==> config.mk <==
export PLATFORM = sky130hd
export DESIGN_NAME = rect_fill
export DESIGN_NICKNAME = d
export VERILOG_FILES = /design/src/rtl/rect_fill.sv
export SDC_FILE = /design/constraint.sdc
export NUM_CORES = 1
export LEC_CHECK = 0
export ABC_AREA = 0
export BUFFER_PORTS_ARGS = -buffer_cell sky130_fd_sc_hd__buf_2
export CAP_MARGIN = 20
export CORE_MARGIN = 4
export CORE_UTILIZATION = 30
export DETAILED_ROUTE_END_ITERATION = 8
export GPL_TIMING_DRIVEN = 0
export PLACE_DENSITY = 0.59
export RECOVER_POWER = 100
export SYNTH_ARGS = -nofsm -noshare
export SYNTH_HDL_FRONTEND = slang
export SYNTH_SLANG_ARGS = --single-unit
export TNS_END_PERCENT = 20
==> constraint.sdc <==
create_clock -name clk -period 3 [get_ports clk]
set_input_delay 0.6 -clock clk [delete_from_list [all_inputs] [get_ports clk]]
set_output_delay 0.6 -clock clk [all_outputs]
set_load 0.05 [all_outputs]
==> src/rtl/rect_fill.sv <==
// rect_fill: rectangle-fill engine issuing one RGB565 VRAM write per pixel on the GPU CPU-side bus.
// Optional clipping to the visible screen area is enabled by defining RECT_FILL_CLIP_EN.
module rect_fill #(
    parameter int SCREEN_W = 320,
    parameter int SCREEN_H = 240,
    parameter int ADDR_W   = 17
) (
    input  logic              clk,
    input  logic              rst_n,
    input  logic              start,
    input  logic [8:0]        x0,
    input  logic [7:0]        y0,
    input  logic [8:0]        w,
    input  logic [7:0]        h,
    input  logic [15:0]       color,
    input  logic              grant,
    output logic              busy,
    output logic              done,
    output logic              gpuEnable,
    output logic              gpuWriteEnable,
    output logic [ADDR_W-1:0] gpuAddress,
    output logic [31:0]       gpuDataIn
);
    typedef enum logic [1:0] {IDLE, SETUP, FILL, DONE} state_t;

    state_t            state_q, state_d;
    logic [8:0]        x0_q, x0_d, w_q, w_d, w_eff_q, w_eff_d, col_cnt_q, col_cnt_d;
    logic [7:0]        y0_q, y0_d, h_q, h_d, row_cnt_q, row_cnt_d;
    logic [15:0]       color_q, color_d;
    logic [ADDR_W-1:0] row_base_q, row_base_d, addr_q, addr_d, base;
    logic [8:0]        w_eff;
    logic [7:0]        h_eff;

`ifdef RECT_FILL_CLIP_EN
    logic [8:0] w_room;
    logic [7:0] h_room;
    assign w_room = 9'(SCREEN_W) - x0_q;
    assign h_room = 8'(SCREEN_H) - y0_q;
    assign w_eff  = (x0_q >= 9'(SCREEN_W)) ? 9'd0 : ((w_q < w_room) ? w_q : w_room);
    assign h_eff  = (y0_q >= 8'(SCREEN_H)) ? 8'd0 : ((h_q < h_room) ? h_q : h_room);
`else
    assign w_eff = w_q;
    assign h_eff = h_q;
`endif

    // y0*320 + x0 built from two shifts so no multiplier is inferred
    assign base = (ADDR_W'(y0_q) << 8) + (ADDR_W'(y0_q) << 6) + ADDR_W'(x0_q);

    assign busy           = (state_q == SETUP) || (state_q == FILL);
    assign done           = (state_q == DONE);
    assign gpuEnable      = (state_q == FILL) && grant;
    assign gpuWriteEnable = gpuEnable;
    assign gpuAddress     = addr_q;
    assign gpuDataIn      = {color_q, color_q};

    // Next-state logic: latch command, set up row walk, step one pixel per granted cycle
    always_comb begin
        state_d    = state_q;
        x0_d       = x0_q;
        y0_d       = y0_q;
        w_d        = w_q;
        h_d        = h_q;
        color_d    = color_q;
        w_eff_d    = w_eff_q;
        row_base_d = row_base_q;
        addr_d     = addr_q;
        col_cnt_d  = col_cnt_q;
        row_cnt_d  = row_cnt_q;
        case (state_q)
            IDLE: if (start) begin
                x0_d    = x0;
                y0_d    = y0;
                w_d     = w;
                h_d     = h;
                color_d = color;
                state_d = SETUP;
            end
            SETUP: begin
                row_base_d = base;
                addr_d     = base;
                w_eff_d    = w_eff;
                col_cnt_d  = w_eff;
                row_cnt_d  = h_eff;
                state_d    = (w_eff == 9'd0 || h_eff == 8'd0) ? DONE : FILL;
            end
            FILL: if (grant) begin
                if (col_cnt_q == 9'd1) begin
                    row_base_d = row_base_q + ADDR_W'(SCREEN_W);
                    addr_d     = row_base_q + ADDR_W'(SCREEN_W);
                    col_cnt_d  = w_eff_q;
                    row_cnt_d  = row_cnt_q - 8'd1;
                    state_d    = (row_cnt_q == 8'd1) ? DONE : FILL;
                end else begin
                    col_cnt_d = col_cnt_q - 9'd1;
                    addr_d    = addr_q + ADDR_W'(1);
                end
            end
            DONE: state_d = IDLE;
        endcase
    end

    // State and datapath registers with synchronous active-low reset
    always_ff @(posedge clk) begin
        if (!rst_n) begin
            state_q    <= IDLE;
            x0_q       <= '0;
            y0_q       <= '0;
            w_q        <= '0;
            h_q        <= '0;
            color_q    <= '0;
            w_eff_q    <= '0;
            row_base_q <= '0;
            addr_q     <= '0;
            col_cnt_q  <= '0;
            row_cnt_q  <= '0;
        end else begin
            state_q    <= state_d;
            x0_q       <= x0_d;
            y0_q       <= y0_d;
            w_q        <= w_d;
            h_q        <= h_d;
            color_q    <= color_d;
            w_eff_q    <= w_eff_d;
            row_base_q <= row_base_d;
            addr_q     <= addr_d;
            col_cnt_q  <= col_cnt_d;
            row_cnt_q  <= row_cnt_d;
        end
    end
endmodule

==> run_summary.xml <==
<?xml version="1.0" encoding="UTF-8"?>
<metrics>
  <group name="status">
    <metric name="outcome" unit="">complete, no violations</metric>
  </group>
  <group name="floorplanning">
    <metric name="floorplan.initialDensity" unit="%">30.90</metric>
    <metric name="dieArea" unit="µm²">22580</metric>
    <metric name="die_width" unit="µm">150.3</metric>
    <metric name="dieHeight" unit="µm">150.3</metric>
    <metric name="number_of_placement_rows" unit="">51</metric>
    <metric name="core_region_area" unit="µm²">19650</metric>
    <metric name="ios" unit="">107</metric>
  </group>
  <group name="min_path">
    <metric name="hp-start" unit="">x0_q[5]$_SDFFE_PN0P_</metric>
    <metric name="hold_path.class" unit="">flip-flop to flip-flop</metric>
    <metric name="hold_end" unit="">x0_q[5]$_SDFFE_PN0P_</metric>
    <metric name="min_delay_path_depth" unit="">2</metric>
  </group>
  <group name="power_and_ir_drop">
    <metric name="irDropWorstVdd" unit="mV">0.3564</metric>
    <metric name="power_density" unit="nW/µm²">952.5</metric>
    <metric name="power.static_leakage" unit="nW">2.734</metric>
  </group>
  <group name="cts">
    <metric name="hold_buffers" unit="">0</metric>
    <metric name="clock-sinks" unit="">112</metric>
    <metric name="cts_htree_levels" unit="">3</metric>
    <metric name="clk_pin_slew_worst_paths" unit="ns">0.08</metric>
    <metric name="cts_resized" unit="">0</metric>
    <metric name="tritoncts.num_buffers" unit="">9</metric>
    <metric name="clk-insertion-delay-late" unit="ns">0.36</metric>
    <metric name="cts_root_buf" unit="">sky130_fd_sc_hd__clkbuf_16</metric>
    <metric name="buffers_inserted_by_post_cts_timing_repair" unit="">0</metric>
    <metric name="cts_buffer_depth" unit="">2</metric>
    <metric name="cts_tree" unit="">done</metric>
  </group>
  <group name="routing">
    <metric name="detailedRoute.firstIterationViolations" unit="">476</metric>
    <metric name="postRouteAntennaNets" unit="">0</metric>
    <metric name="number_of_vias_in_the_routed_layout" unit="">5866</metric>
    <metric name="drt_wl_total" unit="µm">19020</metric>
    <metric name="drc" unit="">0</metric>
    <metric name="detailedRoute.firstPassIterationCount" unit="">5</metric>
    <metric name="routedWlPerCell" unit="µm">16.64</metric>
    <metric name="detail_route.vias_per_cell" unit="">5.132</metric>
  </group>
  <group name="worst_setup_path">
    <metric name="worst_path_largest_cell_delay" unit="ns">0.78</metric>
    <metric name="setup.worst_path.class" unit="">flip-flop to flip-flop</metric>
    <metric name="reg_to_reg_setup_timing_slack" unit="ns">0.18</metric>
    <metric name="cp_num_buf_inv" unit="">2</metric>
    <metric name="path_max_fanout" unit="">10</metric>
    <metric name="endpoint_kind" unit="">flip-flop</metric>
    <metric name="cp-start-kind" unit="">flip-flop</metric>
    <metric name="worstReg2RegStart" unit="">col_cnt_q[1]$_SDFFE_PN0P_</metric>
    <metric name="reg2regPathDepth" unit="">8</metric>
    <metric name="signal_arrival_time_at_the_worst_endpoint" unit="ns">3.11</metric>
    <metric name="crit_family" unit="">simple AND/OR/NAND/NOR gates</metric>
    <metric name="timing.critical_path.cells" unit="">inv_1 &gt; ha_1 &gt; nor4b_2 &gt; a21oi_2 &gt; nor2_2 &gt; clkbuf_1 &gt; o21ai_0 &gt; a21oi_1</metric>
    <metric name="rr_endpoint" unit="">row_base_q[14]$_SDFFE_PN0P_</metric>
    <metric name="worst_ep_required_time" unit="ns">3.30</metric>
    <metric name="cell_with_the_largest_stage_delay_on_the_worst_path" unit="">sky130_fd_sc_hd__nor4b_2</metric>
  </group>
  <group name="synth">
    <metric name="synth.yosys.warnings" unit="">0</metric>
    <metric name="netlist_area" unit="µm²">6072</metric>
    <metric name="share_of_yosys_cell_area_claimed_by_the_top_area_cell_type" unit="%">36.93</metric>
    <metric name="synth_seq_cells" unit="">112</metric>
    <metric name="ys_top_cells_by_area" unit="">sky130_fd_sc_hd__dfxtp_1 37%, sky130_fd_sc_hd__nand2_1 8.3%, sky130_fd_sc_hd__a21oi_1 7.9%, sky130_fd_sc_hd__ha_1 5.4%, sky130_fd_sc_hd__mux2i_1 3.3%</metric>
    <metric name="mappedNetlistNets" unit="">838</metric>
    <metric name="ys_types" unit="">71</metric>
    <metric name="post_synth_inst_count" unit="">756</metric>
    <metric name="synth_seq_area_share" unit="%">36.93</metric>
    <metric name="synthFlopType" unit="">sky130_fd_sc_hd__dfxtp_1</metric>
    <metric name="synth.largest_area_cell" unit="">sky130_fd_sc_hd__dfxtp_1</metric>
    <metric name="synthArstFlopShare" unit="%">0</metric>
    <metric name="edff_count_synth" unit="">0</metric>
    <metric name="synth.avg_cell_area" unit="µm²">8.032</metric>
  </group>
  <group name="sta">
    <metric name="fin_crit" unit="ns">2.815</metric>
    <metric name="tightestPinTransition" unit="ns">0.9739</metric>
    <metric name="worst_slack" unit="ns">0.1848</metric>
    <metric name="timing_max_transition_violations_final" unit="">0</metric>
    <metric name="finalHoldViolCount" unit="">0</metric>
    <metric name="max_clock_freq" unit="GHz">0.3552</metric>
    <metric name="setup_violators_final" unit="">0</metric>
    <metric name="period_share" unit="%">93.84</metric>
    <metric name="setup_total_negative_slack" unit="ns">0</metric>
    <metric name="unrepaired_setup_endpoints_after_global_routing" unit="">false</metric>
    <metric name="fin_skew" unit="ns">0.01223</metric>
    <metric name="slew_headroom" unit="%">34.91</metric>
  </group>
  <group name="grt">
    <metric name="grt_first_pass_wirelength" unit="µm">30020</metric>
    <metric name="gr-total-overflow" unit="">0</metric>
    <metric name="grt_max_degree" unit="">19</metric>
    <metric name="grt_antenna_before_repair" unit="">0</metric>
    <metric name="grt_use_total" unit="%">16.79</metric>
    <metric name="first_global_vias" unit="">5428</metric>
  </group>
  <group name="placed_design">
    <metric name="place_ws" unit="ns">0.2742</metric>
    <metric name="gp_congestion" unit="">0.8580</metric>
    <metric name="detailed_place_hpwl" unit="µm">14380</metric>
    <metric name="numPortBuffers" unit="">106</metric>
  </group>
  <group name="final_layout">
    <metric name="area_used_by_multi_input_combinational_logic" unit="µm²">3413</metric>
    <metric name="drive_above_1_share" unit="%">13.33</metric>
    <metric name="final_nets" unit="">955</metric>
    <metric name="area_growth" unit="%">17.64</metric>
    <metric name="regArea" unit="µm²">2242</metric>
    <metric name="insertedDiodeCount" unit="">0</metric>
    <metric name="fillerInstances" unit="">2182</metric>
  </group>
  <group name="flow_run">
    <metric name="max-cap-violations" unit="">0</metric>
  </group>
</metrics>
-- tightest hold or removal path, cell delays in order (launching register included) --
cell	delay (ns)
sky130_fd_sc_hd__dfxtp_1	0.31
sky130_fd_sc_hd__nand2_1	0.05
sky130_fd_sc_hd__a21oi_1	0.05
-- cell families after synthesis --
family | synth area share, %
xor gates and xnor gates | 1.875
DFF | 36.93
and+or+nand+nor | 20.56
muxes | 3.668
adders and majority gates | 6.017
buffers and inverters | 6.511
AOI/OAI and AO/OA | 24.44
-- per-stage QoR --
step	hold slack, ns	power [mW]	cells	util (%)	area [µm²]
global placement	0.4444	5.580	1127	35.28	6934
CTS	0.4563	6.863	1143	36.80	7232
global route	0.4696	7.262	1143	36.34	7143
detailed placement	0.4466	5.608	1127	35.28	6934
finish	0.4530	6.804	1143	36.34	7143
floorplan	0.4318	4.649	756	-	6072
-- cell usage after synthesis (10+ instances only) --
cell	instances
sky130_fd_sc_hd__a21oi_1	96
sky130_fd_sc_hd__buf_4	17
sky130_fd_sc_hd__clkbuf_1	32
sky130_fd_sc_hd__dfxtp_1	112
sky130_fd_sc_hd__ha_1	26
sky130_fd_sc_hd__inv_1	18
sky130_fd_sc_hd__mux2i_1	20
sky130_fd_sc_hd__nand2_1	134
sky130_fd_sc_hd__nand3_1	16
sky130_fd_sc_hd__nor2_1	52
sky130_fd_sc_hd__nor3_1	10
sky130_fd_sc_hd__o21a_1	11
sky130_fd_sc_hd__o21ai_0	33
sky130_fd_sc_hd__o221a_2	10
-- metal layers --
metal	track usage (%)	share of wire [%]
met5	0	0
met3	3.070	5.6
met2	25.54	45
met4	4.895	1.7
met1	24.23	48
-- how the worst max path moves through the flow --
| stage | from | to | slack [ns] | depth (start not counted) |
|---|---|---|---|---|
| after floorplan | x0_q[8]$_SDFFE_PN0P_ | gpuAddress[14]$_SDFFE_PN0P_ | 0.52 | 9 |
| final | col_cnt_q[1]$_SDFFE_PN0P_ | row_base_q[14]$_SDFFE_PN0P_ | 0.18 | 8 |
| after detailed placement | x0_q[8]$_SDFFE_PN0P_ | gpuAddress[14]$_SDFFE_PN0P_ | 0.27 | 9 |
| after global placement | y0_q[0]$_SDFFE_PN0P_ | row_base_q[14]$_SDFFE_PN0P_ | 0.23 | 9 |
| after global routing | state_q[0]$_SDFFE_PN0P_ | row_base_q[14]$_SDFFE_PN0P_ | 0.06 | 10 |
| after CTS | x0_q[8]$_SDFFE_PN0P_ | gpuAddress[14]$_SDFFE_PN0P_ | 0.24 | 9 |
-- layout make-up --
type                    count  area share, %
multi-input cells         560          47.78
flip-flops and latches    112          31.39
repair buffers            106          6.516
well taps                 265          4.642
plain buffers              63          4.397
clock buffers              10          3.205
inverters                  21          1.104
clock inverters             6         0.9634
-- registers in the layout, indices dropped and copies added, names as in the netlist --
name / cells
color_q: 16
row_cnt_q: 8
row_base_q: 17
w_eff_q: 9
y0_q: 8
x0_q: 9
col_cnt_q: 9
w_eff: 9
h_eff: 8
state_q: 2
gpuAddress: 17
-- power breakdown --
part / switching (mW) / total (mW) / internal [mW]
registers: 0.372 / 2.20 / 1.83
logic: 2.32 / 3.36 / 1.05
clock network: 0.589 / 1.24 / 0.654
-- cell usage in the layout (no fill, tap or decap), types with 8 or more instances in the layout --
| cell type | instances |
|---|---|
| sky130_fd_sc_hd__o21ai_0 | 34 |
| sky130_fd_sc_hd__clkbuf_1 | 90 |
| sky130_fd_sc_hd__nor2_1 | 52 |
| sky130_fd_sc_hd__o21a_1 | 11 |
| sky130_fd_sc_hd__clkbuf_16 | 9 |
| sky130_fd_sc_hd__a21oi_1 | 96 |
| sky130_fd_sc_hd__o211ai_1 | 9 |
| sky130_fd_sc_hd__nand2_1 | 134 |
| sky130_fd_sc_hd__ha_1 | 26 |
| sky130_fd_sc_hd__o2bb2ai_1 | 8 |
| sky130_fd_sc_hd__nand2b_1 | 8 |
| sky130_fd_sc_hd__dfxtp_1 | 112 |
| sky130_fd_sc_hd__nand3_1 | 16 |
| sky130_fd_sc_hd__buf_2 | 56 |
| sky130_fd_sc_hd__inv_1 | 19 |
| sky130_fd_sc_hd__o221a_2 | 10 |
| sky130_fd_sc_hd__mux2i_1 | 20 |
| sky130_fd_sc_hd__nor3_1 | 10 |
| sky130_fd_sc_hd__buf_4 | 17 |
| sky130_fd_sc_hd__nor4_1 | 9 |
Note: power is estimated with default switching activity, not from simulation.
